--- src/rtl/ps2_pkg.sv ---
// Shared PS/2 receiver definitions: prefix byte codes, frame states and the key event word.
package ps2_pkg;

  localparam logic [7:0] PS2_EXT   = 8'hE0;
  localparam logic [7:0] PS2_REL   = 8'hF0;
  localparam logic [7:0] PS2_PAUSE = 8'hE1;

  typedef enum logic [1:0] {IDLE, DATA, PARITY, STOP} ps2_state_t;

  typedef struct packed {
    logic       toggle;
    logic       press;
    logic       ext;
    logic [7:0] code;
  } ps2_key_t;

  // Device responses and BAT results that never represent a key.
  function automatic logic is_response(input logic [7:0] b);
    return (b == 8'hAA) || (b == 8'hFA) || (b == 8'hFE) ||
           (b == 8'hEE) || (b == 8'h00) || (b == 8'hFF);
  endfunction

endpackage

--- src/rtl/ps2_filter.sv ---
// Two-flop synchroniser followed by a saturating agreement counter; the output level
// only follows the pin after FILTER_LEN consecutive samples of the new value.
module ps2_filter #(
  parameter int FILTER_LEN = 8
) (
  input  logic clk,
  input  logic reset,
  input  logic pin,
  output logic level
);

  localparam int CW = $clog2(FILTER_LEN + 1);

  logic          sync1_reg;
  logic          sync2_reg;
  logic          level_reg;
  logic [CW-1:0] cnt_reg;

  always_ff @(posedge clk) begin
    if (reset) begin
      sync1_reg <= 1'b1;
      sync2_reg <= 1'b1;
      level_reg <= 1'b1;
      cnt_reg   <= '0;
    end else begin
      sync1_reg <= pin;
      sync2_reg <= sync1_reg;
      if (sync2_reg == level_reg) begin
        cnt_reg <= '0;
      end else if (cnt_reg == CW'(FILTER_LEN - 1)) begin
        level_reg <= sync2_reg;
        cnt_reg   <= '0;
      end else begin
        cnt_reg <= cnt_reg + CW'(1);
      end
    end
  end

  assign level = level_reg;

endmodule

--- src/rtl/ps2_rx.sv ---
// PS/2 keyboard receiver: filters the pins, frames 11-bit packets and turns scancode
// streams (with E0/F0/E1 prefixes) into toggle-announced key events.
module ps2_rx
  import ps2_pkg::*;
#(
  parameter int FILTER_LEN  = 8,
  parameter int TIMEOUT_CYC = 65535
) (
  input  logic        clk,
  input  logic        reset,
  input  logic        ps2_clk,
  input  logic        ps2_data,
  output logic [10:0] ps2_key,
  output logic        frame_err
);

  localparam int WDW = $clog2(TIMEOUT_CYC + 1);

  logic [1:0] pin_raw;
  logic [1:0] pin_filt;
  logic       clk_f;
  logic       data_f;
  logic       clk_f_prev_reg;
  logic       fall;

  assign pin_raw = {ps2_data, ps2_clk};

  generate
    for (genvar gi = 0; gi < 2; gi++) begin : g_filter
      ps2_filter #(.FILTER_LEN(FILTER_LEN)) u_filter (
        .clk   (clk),
        .reset (reset),
        .pin   (pin_raw[gi]),
        .level (pin_filt[gi])
      );
    end
  endgenerate

  assign clk_f  = pin_filt[0];
  assign data_f = pin_filt[1];
  assign fall   = clk_f_prev_reg & ~clk_f;

  ps2_state_t     state_reg, state_next;
  logic [2:0]     bit_cnt_reg, bit_cnt_next;
  logic [7:0]     shift_reg, shift_next;
  logic           parity_reg, parity_next;
  logic [WDW-1:0] wdog_reg, wdog_next;
  logic           done_reg, done_next;
  logic           ok_reg, ok_next;
  logic           tmo_reg, tmo_next;

  logic           ext_reg;
  logic           rel_reg;
  logic [2:0]     skip_reg;
  ps2_key_t       key_reg;
  logic           frame_err_reg;

  always_ff @(posedge clk) begin
    if (reset) begin
      clk_f_prev_reg <= 1'b1;
      state_reg      <= IDLE;
      bit_cnt_reg    <= '0;
      shift_reg      <= '0;
      parity_reg     <= 1'b0;
      wdog_reg       <= '0;
      done_reg       <= 1'b0;
      ok_reg         <= 1'b0;
      tmo_reg        <= 1'b0;
    end else begin
      clk_f_prev_reg <= clk_f;
      state_reg      <= state_next;
      bit_cnt_reg    <= bit_cnt_next;
      shift_reg      <= shift_next;
      parity_reg     <= parity_next;
      wdog_reg       <= wdog_next;
      done_reg       <= done_next;
      ok_reg         <= ok_next;
      tmo_reg        <= tmo_next;
    end
  end

  // A fall always takes priority over the watchdog so a late-but-valid edge still counts.
  always_comb begin
    state_next   = state_reg;
    bit_cnt_next = bit_cnt_reg;
    shift_next   = shift_reg;
    parity_next  = parity_reg;
    wdog_next    = wdog_reg + WDW'(1);
    done_next    = 1'b0;
    ok_next      = 1'b0;
    tmo_next     = 1'b0;
    if (state_reg == IDLE) begin
      wdog_next = '0;
    end
    if (fall) begin
      wdog_next = '0;
      case (state_reg)
        IDLE: begin
          if (!data_f) begin
            state_next   = DATA;
            bit_cnt_next = '0;
          end
        end
        DATA: begin
          shift_next   = {data_f, shift_reg[7:1]};
          bit_cnt_next = bit_cnt_reg + 3'd1;
          if (bit_cnt_reg == 3'd7) begin
            state_next = PARITY;
          end
        end
        PARITY: begin
          parity_next = data_f;
          state_next  = STOP;
        end
        STOP: begin
          state_next = IDLE;
          done_next  = 1'b1;
          ok_next    = data_f & (^{shift_reg, parity_reg});
        end
        default: state_next = IDLE;
      endcase
    end else if (state_reg != IDLE && wdog_reg == WDW'(TIMEOUT_CYC)) begin
      state_next = IDLE;
      wdog_next  = '0;
      tmo_next   = 1'b1;
    end
  end

  // Byte decoder: runs the cycle after a frame completes; shift_reg is stable while IDLE.
  always_ff @(posedge clk) begin
    if (reset) begin
      ext_reg       <= 1'b0;
      rel_reg       <= 1'b0;
      skip_reg      <= '0;
      key_reg       <= '0;
      frame_err_reg <= 1'b0;
    end else begin
      frame_err_reg <= tmo_reg | (done_reg & ~ok_reg);
      if (done_reg) begin
        if (!ok_reg) begin
          ext_reg <= 1'b0;
          rel_reg <= 1'b0;
        end else if (skip_reg != 3'd0) begin
          skip_reg <= skip_reg - 3'd1;
        end else if (shift_reg == PS2_PAUSE) begin
          skip_reg <= 3'd7;
          ext_reg  <= 1'b0;
          rel_reg  <= 1'b0;
        end else if (shift_reg == PS2_EXT) begin
          ext_reg <= 1'b1;
        end else if (shift_reg == PS2_REL) begin
          rel_reg <= 1'b1;
        end else if (!ext_reg && !rel_reg && is_response(shift_reg)) begin
          ext_reg <= 1'b0;
        end else begin
          key_reg <= '{toggle: ~key_reg.toggle, press: ~rel_reg,
                       ext: ext_reg, code: shift_reg};
          ext_reg <= 1'b0;
          rel_reg <= 1'b0;
        end
      end
    end
  end

  assign ps2_key   = key_reg;
  assign frame_err = frame_err_reg;

endmodule

--- config.mk ---
export PLATFORM = sky130hd
export DESIGN_NAME = ps2_rx
export DESIGN_NICKNAME = d
export VERILOG_FILES = /design/src/rtl/ps2_pkg.sv /design/src/rtl/ps2_filter.sv /design/src/rtl/ps2_rx.sv
export SDC_FILE = /design/constraint.sdc
export NUM_CORES = 1
export LEC_CHECK = 0
export BUFFER_PORTS_ARGS = -buffer_cell sky130_fd_sc_hd__buf_2
export CAP_MARGIN = 0
export CORE_UTILIZATION = 40
export DETAILED_ROUTE_END_ITERATION = 8
export PLACE_DENSITY = 0.61
export RECOVER_POWER = 100
export SLEW_MARGIN = 10
export SYNTH_ARGS = -nofsm -noshare
export SYNTH_HDL_FRONTEND = slang
export SYNTH_HIERARCHICAL = 1
export SYNTH_SLANG_ARGS = --single-unit
--- constraint.sdc ---
create_clock -name clk -period 1.6 [get_ports clk]
set_clock_uncertainty 0.05 [all_clocks]
set_input_delay 0.08 -clock clk [delete_from_list [all_inputs] [get_ports clk]]
set_output_delay 0.08 -clock clk [all_outputs]
set_load 0.05 [all_outputs]
==> qor.csv, run 1 <==
stage,metric,value,unit
setup_path,reg2reg_depth,6,
drt,num_vias,2189,
clocking,cts_tree,yes,
setup_path,slowest_stage,dfxtp_2,
pwr,leakage,1.36,nW
setup_path,path_common_cell,nand3_1,
timing,hold_violations,0,
finish,largest_reg_flops,16,
setup_path,critical_path_class,reg -> reg,
setup_path,worstReg2RegEnd,rel_reg,
setup_path,crit_end,rel_reg,
clocking,insertion_delay,0.34,ns
setup_path,cp-startpoint,shift_reg[5],
finish,final_layout_size_suffix_gt1_share,21.4,%
setup_path,r2r-start,shift_reg[5],
synth,syn-cell-area,2860,µm²
synth,syn_inst,315,
drt,avgViaCountPerCell,4.81,
setup_path,crit_buf_inv,1,
floorplanning,die_w,86.6,µm
floorplanning,rows,30,
timing,worst_pin_slew,0.635,ns
clocking,ctsHtreeMaxLevel,3,
synth,synth_nets,330,
placement,place.gp.congestion,0.774,
grt,antenna_found_initial,0,
timing,slew_violations,0,
pwr,irDropWorstVdd,0.638,mV
drt,wl_per_cell,11.5,µm
setup_path,critPathArrivalTime,1.75,ns
placement,io_buffer_count,15,
drt,drt_wl_total,5.25,mm
finish,diodes,0,
drt,dr.pass1.iters,5,
grt,grt_pass1_vias,2146,
timing,max_freq,0.649,GHz
synth,syn_area_per_cell,9.09,µm²
floorplanning,start_util,41.7,%
synth,synth_top_family_by_area,simple AND/OR/NAND/NOR gates,
pwr,power.density,929,nW/µm²
setup_path,path_max_fanout,4,
clocking,clkTransAtPathRegs,0.07,ns
placement,dp_hpwl,3.66,mm
setup_path,setup.worst_path.end_class,register,
drt,dr.first_iter.drc_count,83,
floorplanning,die_h,86.6,µm
setup_path,crit_path_start_kind,register,
setup_path,max_stage_delay,0.36,ns
setup_path,crit_chain,and3_1 -> nand3_1 -> a22oi_4 -> buf_6 -> nand3_1 -> a311oi_1,
synth,synthSimpleGateAreaFrac,22.7,%
timing,relSlewSlack,57.9,%
synth,synth-seq-area-share,45.4,%
timing,setup_viol,0,
synth,ys_types,41,
timing,rsz0062_at_grt,yes,
floorplanning,die_area,7500,µm²
synth,synth_compound_area_share,7.51,%
clocking,clockBufferDepth,2,
placement,dp.cells,435,
timing,period_share,96.3,%
placement,dp_slack,-0.0276,ns
clocking,ctsRootBufferMaster,clkbuf_8,
synth,yosysWarningCount,6,
floorplanning,core_area,6870,µm²
timing,timing.final.ws_setup,0.0599,ns
clocking,cts_sinks,65,
setup_path,required,1.81,ns
finish,postLayoutCoreUtil,50.7,%
synth,synthAdderAreaFrac,4.81,%
setup_path,rrSetupSlack,0.06,ns
floorplanning,ios,16,
finish,nets,369,
grt,grt_util_all_layers,15.5,%
synth,synthXorXnorAreaFrac,8.56,%
finish,instances_no_fill,455,
clocking,cts_made_buffers,9,
drt,drc_errors,0,
grt,grt_max_degree,34,
drt,ant_nets,0,
grt,grt_pass1_wl,8.95,mm
run_status,run_status,finished clean,
finish,synthToLayoutAreaGrowth,21.6,%
synth,ys_ff_latch,65,
worst_hold_path,hp-class,in -> reg,
timing,min_period,1.54,ns
flow_run,cap_violations,0,
setup_path,crit_family,compound AO/OA/AOI/OAI gates,
synth,synthMuxAreaShare,6.47,%
setup_path,cp_num_cells,6,
grt,gr-total-overflow,0,
worst min path at each step:
| stage | start | to | slack, ns | depth (start not counted) |
|---|---|---|---|---|
| finish | reset | ps2_key[0] | 0.15 | 4 |
| global route | reset | done_reg | 0.17 | 3 |
| CTS | reset | ps2_key[0] | 0.13 | 4 |
| detailed placement | ps2_clk | g_filter[0].u_filter/sync1_reg | 0.22 | 2 |
| global placement | ps2_clk | g_filter[0].u_filter/sync1_reg | 0.21 | 2 |
| floorplan | reset | g_filter[0].u_filter/level | 0.13 | 2 |
cell usage in the layout (no fill, tap or decap), drive strengths merged, types with 3 or more instances in the layout:
| cell type | synthesis | layout |
|---|---|---|
| a21oi | 9 | 9 |
| a311oi | 3 | 3 |
| a31oi | 4 | 4 |
| and3 | 10 | 10 |
| buf | 7 | 21 |
| clkbuf | 4 | 27 |
| dfxtp | 65 | 65 |
| ha | 11 | 11 |
| inv | 16 | 16 |
| mux2i | 17 | 17 |
| nand2 | 32 | 32 |
| nand3 | 15 | 15 |
| nor2 | 53 | 53 |
| nor2b | 4 | 4 |
| nor3 | 3 | 3 |
| o21ai | 6 | 6 |
| or2 | 5 | 5 |
| xnor2 | 21 | 21 |
| xor2 | 7 | 7 |
synth_stat cells:
master	instances	area [µm²]
inv_1	16	60.1
a21boi_0	1	7.51
a221oi_1	1	8.76
nor2_4	1	11.3
xor2_1	7	61.3
dfxtp_1	65	1300
or3_4	2	22.5
nor2b_1	4	25.0
or2_2	5	31.3
o41ai_1	1	8.76
buf_6	3	33.8
a311oi_1	3	26.3
nand3_1	15	75.1
o32ai_1	1	8.76
a211oi_1	1	7.51
buf_1	1	3.75
buf_4	1	7.51
and4_1	2	17.5
nor3_2	1	10.0
nor2_1	52	195
xnor2_1	21	184
a21oi_1	9	45.0
a22oi_4	1	21.3
and3_2	1	7.51
buf_2	2	10.0
o221a_2	1	11.3
nor3_1	2	10.0
and3b_1	2	17.5
o21ai_0	6	30.0
nand2b_1	2	12.5
ha_1	11	138
nand2_1	32	120
clkbuf_1	4	15.0
nor4_2	1	12.5
mux2i_1	17	170
o211ai_1	2	15.0
mux2_4	1	15.0
nand4_1	2	12.5
and2_1	2	12.5
a31oi_1	4	25.0
and3_1	9	56.3
layout make-up:
| class | count | area [µm²] |
|---|---|---|
| Clock buffer | 11 | 151 |
| Clock inverter | 5 | 77.6 |
| Fill cell | 666 | 3390 |
| Inverter | 16 | 60.1 |
| Multi-Input combinational cell | 223 | 1510 |
| Sequential cell | 65 | 1310 |
| Tap cell | 96 | 120 |
| Timing Repair Buffer | 39 | 256 |
per-layer routing:
| metal | GRT usage (%) | vias to the layer above | part of all wire, % |
|---|---|---|---|
| met5 | 0 | - | 0 |
| met4 | 6.82 | 0 | 1.6 |
| met3 | 5.71 | 10 | 3.4 |
| met2 | 26.2 | 27 | 47 |
| met1 | 17.6 | 1026 | 48 |
| li1 | - | 1126 | - |
logic make-up (layout without fill, tap and decap cells):
family                     Yosys count  after routing
and+or+nand+nor                    135            135
DFF                                 65             65
AOI/OAI and AO/OA                   31             31
xor gates and xnor gates            28             28
buffers and inverters               27             71
muxes                               18             18
adders and majority gates           11             11
worst register-to-register path: stages (launching register included):
cell and delay (ns):
dfxtp_2 0.36, and3_1 0.19, nand3_1 0.14, a22oi_4 0.26, buf_6 0.13, nand3_1 0.07, a311oi_1 0.25
per-stage QoR:
stage	power [mW]	setup TNS (ns)	hold WS, ns	area (µm²)
final	3.24	0	0.147	3480
after CTS	3.29	0	0.129	3430
after floorplan	1.69	0	0.130	2890
after global routing	3.36	-0.0573	0.167	3480
after global placement	1.70	0	0.214	3180
after detailed placement	1.71	-0.112	0.217	3180
power by group:
group / internal (mW) / switching, mW / leakage (nW) / total (mW)
logic: 0.0161 / 0.0274 / 0.716 / 0.0435
clock network: 0.956 / 0.611 / 0.115 / 1.57
registers: 1.62 / 0.00281 / 0.529 / 1.63
total: 2.60 / 0.641 / 1.36 / 3.24
what timing repair did:
item,CTS,global route
pin swaps,0,5
resized for setup,1,25
hold buffers,2,0
setup buffers,0,2
endpoints found under the hold margin,2,0
setup endpoints to repair,5,28
(Power assumes the default switching activity.)
==> inputs of run 2 (changes only) <==
- SYNTH_HIERARCHICAL: 1 -> default
==> qor.csv, run 2 <==
stage,metric,value,unit,change
run_status,run_status,finished with violations,,
run_status,violations,negative setup slack,,
finish,diodes,0,,unchanged
synth,synth-edff-count,0,,unchanged
synth,ys_ff_latch,65,,unchanged
synth,synthAdderAreaFrac,4.65,%,-0.16 points
clocking,cts_made_buffers,9,,unchanged
synth,yosysMostFrequentCell,dfxtp_1,,
pwr,power.density,799,nW/µm²,-14%
timing,relSlewSlack,60.3,%,+2.4 points
placement,placed_area,3330,µm²,+4.8%
synth,syn-cell-area,2960,µm²,+3.4%
timing,max_freq,0.619,GHz,-4.7%
clocking,clockBufferDepth,2,,unchanged
finish,postLayoutCoreUtil,52.5,%,+1.8 points
finish,final_common_cell,dfxtp_1,,
grt,grt_pass1_vias,2127,,-0.89%
pwr,irDropWorstVdd,0.530,mV,-17%
clocking,cts_tree,yes,,
clocking,clkTransAtPathRegs,0.07,ns,about the same
drt,ant_nets,0,,unchanged
finish,final_layout_size_suffix_gt1_share,25.3,%,+3.8 points
finish,instances_no_fill,484,,+6.4%
timing,setup_viol,3,,+3
placement,dp_slack,-0.124,ns,-0.0968 ns
synth,synth_top_family_by_area,simple AND/OR/NAND/NOR gates,,
drt,drt_wl_total,5.40,mm,+3.0%
timing,holdWs,0.0766,ns,-0.0708 ns
setup_path,crit_path_start_kind,register,,
drt,dr.first_iter.drc_count,51,,-39%
synth,ys_types,48,,+17%
setup_path,reg2reg_depth,7,,+1
synth,yosys-top-cells-count,"dfxtp_1 (65), nor2_1 (45), nand2_1 (24), nand3_1 (24), nand2b_1 (20)",,
floorplanning,core_area,6980,µm²,+1.6%
synth,syn_inst,334,,+6.0%
placement,io_buffer_count,15,,unchanged
grt,antenna_found_initial,0,,unchanged
clocking,ctsRootBufferMaster,clkbuf_8,,
grt,grt_pass1_wl,9.09,mm,+1.5%
pwr,total_power,2.93,mW,-9.5%
timing,rsz0062_at_grt,yes,,
setup_path,worstReg2RegEnd,ps2_key[10],,
timing,timing.final.ws_setup,-0.0160,ns,-0.0760 ns
synth,synthXorXnorAreaFrac,8.28,%,-0.28 points
drt,drc_errors,0,,unchanged
finish,synthToLayoutAreaGrowth,23.8,%,
floorplanning,die_w,88.0,µm,+1.6%
synth,synth_top_area_share,44.0,%,-1.5 points
synth,synthArstFlopShare,0,%,unchanged
floorplanning,start_util,42.4,%,+0.71 points
setup_path,cp-startpoint,skip_reg[1],,
setup_path,crit_end,ps2_key[10],,
clocking,ctsHtreeMaxLevel,3,,unchanged
floorplanning,die_h,88.0,µm,+1.6%
timing,worst_pin_slew,0.598,ns,-0.0368 ns
clocking,insertion_delay,0.34,ns,about the same
drt,avgViaCountPerCell,4.69,,-2.5%
setup_path,rrSetupSlack,-0.02,ns,-0.08 ns
finish,largest_reg_flops,16,,unchanged
finish,final_cell_mix,"dfxtp_1 (59), nor2_1 (44), buf_4 (34)",,
timing,setup_tns,-0.0281,ns,-0.0281 ns
synth,synthSimpleGateAreaFrac,26.6,%,+3.9 points
timing,period_share,101,%,+4.7 points
worst_hold_path,hp-class,in -> reg,,
grt,grt_max_degree,21,,-38%
placement,dp.cells,462,,+6.2%
finish,nets,398,,+7.9%
synth,netlist_top_cells_area,"dfxtp_1 (44%), nor2_1 (5.7%), xnor2_1 (5.0%)",,
setup_path,critical_path_class,reg -> reg,,
setup_path,critPathArrivalTime,1.80,ns,+0.05 ns
synth,synth_compound_area_share,8.33,%,+0.81 points
setup_path,r2r-start,skip_reg[1],,
synth,synthDominantAreaCellType,dfxtp_1,,
timing,slew_violations,0,,unchanged
timing,min_period,1.62,ns,+0.0760 ns
synth,synth_nets,349,,+5.8%
timing,hold_violations,0,,unchanged
floorplanning,die_area,7750,µm²,+3.3%
finish,final_area,3670,µm²,+5.2%
setup_path,required,1.78,ns,-0.03 ns
synth,syn_area_per_cell,8.86,µm²,-2.5%
drt,dr.pass1.iters,4,,-1
finish,nFillCells,685,,+2.9%
drt,num_vias,2271,,+3.7%
flow_run,cap_violations,0,,unchanged
pwr,leakage,1.38,nW,+1.1%
floorplanning,rows,30,,unchanged
synth,yosysWarningCount,0,,-6
setup_path,setup.worst_path.end_class,register,,
drt,wl_per_cell,11.2,µm,-3.2%
setup_path,path_max_fanout,3,,-1
synth,synthMuxAreaShare,3.76,%,-2.7 points
synth,synth-seq-area-share,44.0,%,-1.5 points
floorplanning,ios,16,,unchanged
synth,synthFlopType,dfxtp_1,,
grt,gr-total-overflow,0,,unchanged
placement,dp_hpwl,3.75,mm,+2.5%
clocking,cts_sinks,65,,unchanged
placement,place.gp.congestion,0.771,,-0.45%
grt,grt_util_all_layers,15.4,%,-0.14 points
## run 2: cell types whose count changed in the layout (fill, tap and decap cells not counted), sizes merged, moves of 5 or more
cell / before / now
nor2: 53 / 45
clkbuf: 27 / 18
nand2b: 2 / 22
a21oi: 9 / 14
and3: 10 / 4
buf: 21 / 44
nand2: 32 / 24
nand3: 15 / 24
mux2i: 17 / 10
## run 2: routing by layer
layer / GRT usage, % / share of wire, % / up-vias
met3: 5.66 / 3.3 / 7
li1: - / - / 1217
met4: 6.16 / 1.5 / 0
met1: 17.2 / 47 / 1021
met2: 26.5 / 48 / 26
met5: 0 / 0 / -
## run 2: area by class of cell
cell class	instances	area (µm²)	share of cell area, %
Inverter	13	48.8	1.33
Multi-Input combinational cell	241	1620	44.3
Clock buffer	11	151	4.13
Timing Repair Buffer	53	383	10.4
Clock inverter	5	30.0	0.819
Sequential cell	65	1310	35.7
Tap cell	96	120	3.28
## run 2: what timing repair did
item / in CTS / in global routing
setup endpoints to repair: 11 / 40
gates resized for setup: 9 / 19
hold buffers: 2 / 0
hold endpoints to repair: 2 / 0
setup buffers: 1 / 1
pin swaps: 0 / 3
cloned: 0 / 2
## run 2: worst min path at each step
stage	startpoint	depth (start not counted)	endpoint	slack, ns
6_report	reset	2	bit_cnt_reg[2]	0.08
4_1_cts	reset	2	bit_cnt_reg[2]	0.05
3_3_place_gp	ps2_data	2	g_filter[1].u_filter.sync1_reg	0.21
5_1_grt	reset	2	bit_cnt_reg[1]	0.10
3_5_place_dp	ps2_data	2	g_filter[1].u_filter.sync1_reg	0.22
2_1_floorplan	ps2_clk	1	g_filter[0].u_filter.sync1_reg	0.13
## run 2: kinds of logic after synthesis
logic type / after synthesis
muxes: 11
and+or+nand+nor: 153
buffers and inverters: 29
adders and majority gates: 11
AOI/OAI and AO/OA: 37
xor gates and xnor gates: 28
DFF: 65
## run 2: critical path, cell delays in order (launching register included)
cell and delay (ns):
dfxtp_2 0.32, inv_2 0.07, ha_4 0.13, nor2b_4 0.14, nand3_2 0.10, a21oi_2 0.14, nor2b_4 0.24, mux2_4 0.31
## run 2: power breakdown
part,switching (mW),internal (mW),total (mW)
registers,0.00293,1.62,1.63
logic,0.0254,0.0265,0.0519
clock network,0.613,0.637,1.25
==> inputs of run 3 (changes only) <==
- CORE_ASPECT_RATIO: default -> 1.2
==> qor.csv, run 3 (synthesis gave the netlist of run 2 again) <==
stage,metric,value,unit,change
finish,final_area,3620,µm²,-1.2%
pwr,leakage,1.33,nW,-3.2%
setup_path,r2r-start,skip_reg[0],,
placement,placed_area,3330,µm²,unchanged
timing,setup_viol,1,,-2
timing,rsz0062_at_grt,yes,,
timing,worst_pin_slew,0.593,ns,-0.00476 ns
drt,ant_nets,0,,unchanged
timing,period_share,100,%,-0.99 points
pwr,power.density,803,nW/µm²,+0.53%
timing,hold_violations,0,,unchanged
setup_path,rrSetupSlack,-0.0003,ns,+0.02 ns
placement,dp.cells,457,,-1.1%
clocking,clkTransAtPathRegs,0.06,ns,about the same
run_status,violations,negative setup slack,,
timing,timing.final.ws_setup,-0.000269,ns,+0.0158 ns
floorplanning,die_area,7750,µm²,about the same
finish,final_layout_size_suffix_gt1_share,22.5,%,-2.8 points
clocking,ctsRootBufferMaster,clkbuf_8,,
drt,wl_per_cell,11.6,µm,+4.2%
setup_path,critical_path_class,reg -> reg,,
setup_path,required,1.78,ns,about the same
pwr,irDropWorstVdd,0.587,mV,+11%
placement,dp_hpwl,3.78,mm,+0.84%
worst_hold_path,hold_start,reset,,
setup_path,crit_chain,inv_2 -> ha_4 -> nor2b_4 -> nand3_2 -> a21oi_2 -> nor2b_4 -> mux2_4,,
clocking,cts_tree,yes,,
drt,drt_wl_total,5.55,mm,+2.6%
floorplanning,die_w,80.5,µm,-8.5%
drt,dr.pass1.iters,4,,unchanged
placement,place.gp.congestion,0.815,,+5.7%
drt,num_vias,2311,,+1.8%
finish,final_cell_mix,"dfxtp_1 (58), nor2_1 (45), buf_4 (32)",,
floorplanning,core_area,7190,µm²,+3.0%
floorplanning,die_h,96.2,µm,+9.3%
setup_path,path_max_fanout,3,,unchanged
clocking,insertion_delay,0.33,ns,about the same
clocking,clockBufferDepth,2,,unchanged
setup_path,crit_buf_inv,1,,unchanged
setup_path,crit_path_start_kind,register,,
clocking,ctsHtreeMaxLevel,3,,unchanged
floorplanning,rows,34,,+13%
setup_path,worstReg2RegEnd,ps2_key[10],,
grt,antenna_found_initial,0,,unchanged
setup_path,max_stage_delay,0.32,ns,about the same
grt,grt_max_degree,22,,+4.8%
flow_run,cap_violations,0,,unchanged
timing,relSlewSlack,60.6,%,+0.32 points
worst_hold_path,hold_path_end,bit_cnt_reg[1],,
finish,final_common_cell,dfxtp_1,,
finish,largest_reg_flops,16,,unchanged
setup_path,setup.worst_path.end_class,register,,
setup_path,crit_family,simple AND/OR/NAND/NOR gates,,
finish,nFillCells,702,,+2.5%
drt,avgViaCountPerCell,4.84,,+3.3%
finish,nets,400,,+0.50%
floorplanning,start_util,41.2,%,-1.2 points
finish,instances_no_fill,477,,-1.4%
worst_hold_path,holdPathStages,2,,unchanged
setup_path,critPathArrivalTime,1.78,ns,-0.02 ns
grt,grt_util_all_layers,15.8,%,+0.46 points
floorplanning,ios,16,,unchanged
finish,synthToLayoutAreaGrowth,22.3,%,
drt,drc_errors,0,,unchanged
clocking,cts_sinks,65,,unchanged
placement,dp_slack,-0.123,ns,+0.00154 ns
clocking,cts_made_buffers,9,,unchanged
grt,grt_pass1_wl,9.40,mm,+3.4%
timing,holdWs,0.0817,ns,+0.00512 ns
setup_path,reg2reg_depth,7,,unchanged
setup_path,slowest_stage,dfxtp_2,,
finish,diodes,0,,unchanged
grt,grt_pass1_vias,2155,,+1.3%
timing,max_freq,0.625,GHz,+0.99%
setup_path,path_common_cell,nor2b_4,,
drt,dr.first_iter.drc_count,76,,+49%
grt,gr-total-overflow,0,,unchanged
placement,io_buffer_count,15,,unchanged
run_status,run_status,finished with violations,,
timing,slew_violations,0,,unchanged
worst_hold_path,hp-class,in -> reg,,
timing,min_period,1.60,ns,-0.0158 ns
-- run 3: cell count changes in the layout (fill, tap and decap cells not counted), sizes merged --
cell,change
buf,-7
clkbuf,+11
clkinv,-3
clkinvlp,-2
-- run 3: area by class of cell --
class	instances	area, µm²	area share (%)
Sequential cell	65	1310	36.2
Tap cell	90	113	3.11
Clock buffer	13	169	4.66
Inverter	13	48.8	1.35
Multi-Input combinational cell	241	1620	44.6
Timing Repair Buffer	55	364	10.1
-- run 3: layer usage --
layer  wire, µm  vias up  global-route usage, %  part of all wire (%)
met2       2710       21                   27.6                    49
met4        104        0                   6.99                   1.9
met1       2600     1060                   18.0                    47
met5          0        -                      0                     0
met3        134        9                   4.27                   2.4
li1           -     1221                      -                     -
-- run 3: stage by stage --
| step | utilization [%] | power, mW | setup TNS [ns] |
|---|---|---|---|
| 6_report | 50.4 | 2.91 | -0.000269 |
| 5_1_grt | 50.4 | 3.04 | -0.662 |
| 4_1_cts | 49.8 | 2.95 | -0.00179 |
| 3_5_place_dp | 46.3 | 1.71 | -1.19 |
| 3_3_place_gp | 46.3 | 1.71 | -0.285 |
| 2_1_floorplan | - | 1.70 | 0 |
-- run 3: how the worst max path moves through the flow --
stage,slack (ns),end,from,depth (start not counted)
2_1_floorplan,0.006,ps2_key[10],skip_reg[0],7
3_3_place_gp,-0.04,ps2_key[5],skip_reg[0],8
3_5_place_dp,-0.12,ps2_key[0],skip_reg[0],8
4_1_cts,-0.002,ps2_key[10],skip_reg[1],7
5_1_grt,-0.07,ps2_key[5],skip_reg[1],8
6_report,-0.0003,ps2_key[10],skip_reg[0],7
-- run 3: timing repair --
item | CTS | global route
pin swaps | 1 | 2
endpoints found under the hold margin | 2 | 0
buffers inserted | 1 | 2
resized for setup | 13 | 15
endpoints found under the setup margin | 14 | 32
hold buffers | 2 | 0
gates cloned | 1 | 1
-- run 3: where the power goes --
group,leakage [nW],internal (mW),switching [mW],total (mW)
Combinational,0.716,0.0248,0.0248,0.0496
Sequential,0.528,1.62,0.00285,1.63
Clock,0.0875,0.665,0.566,1.23
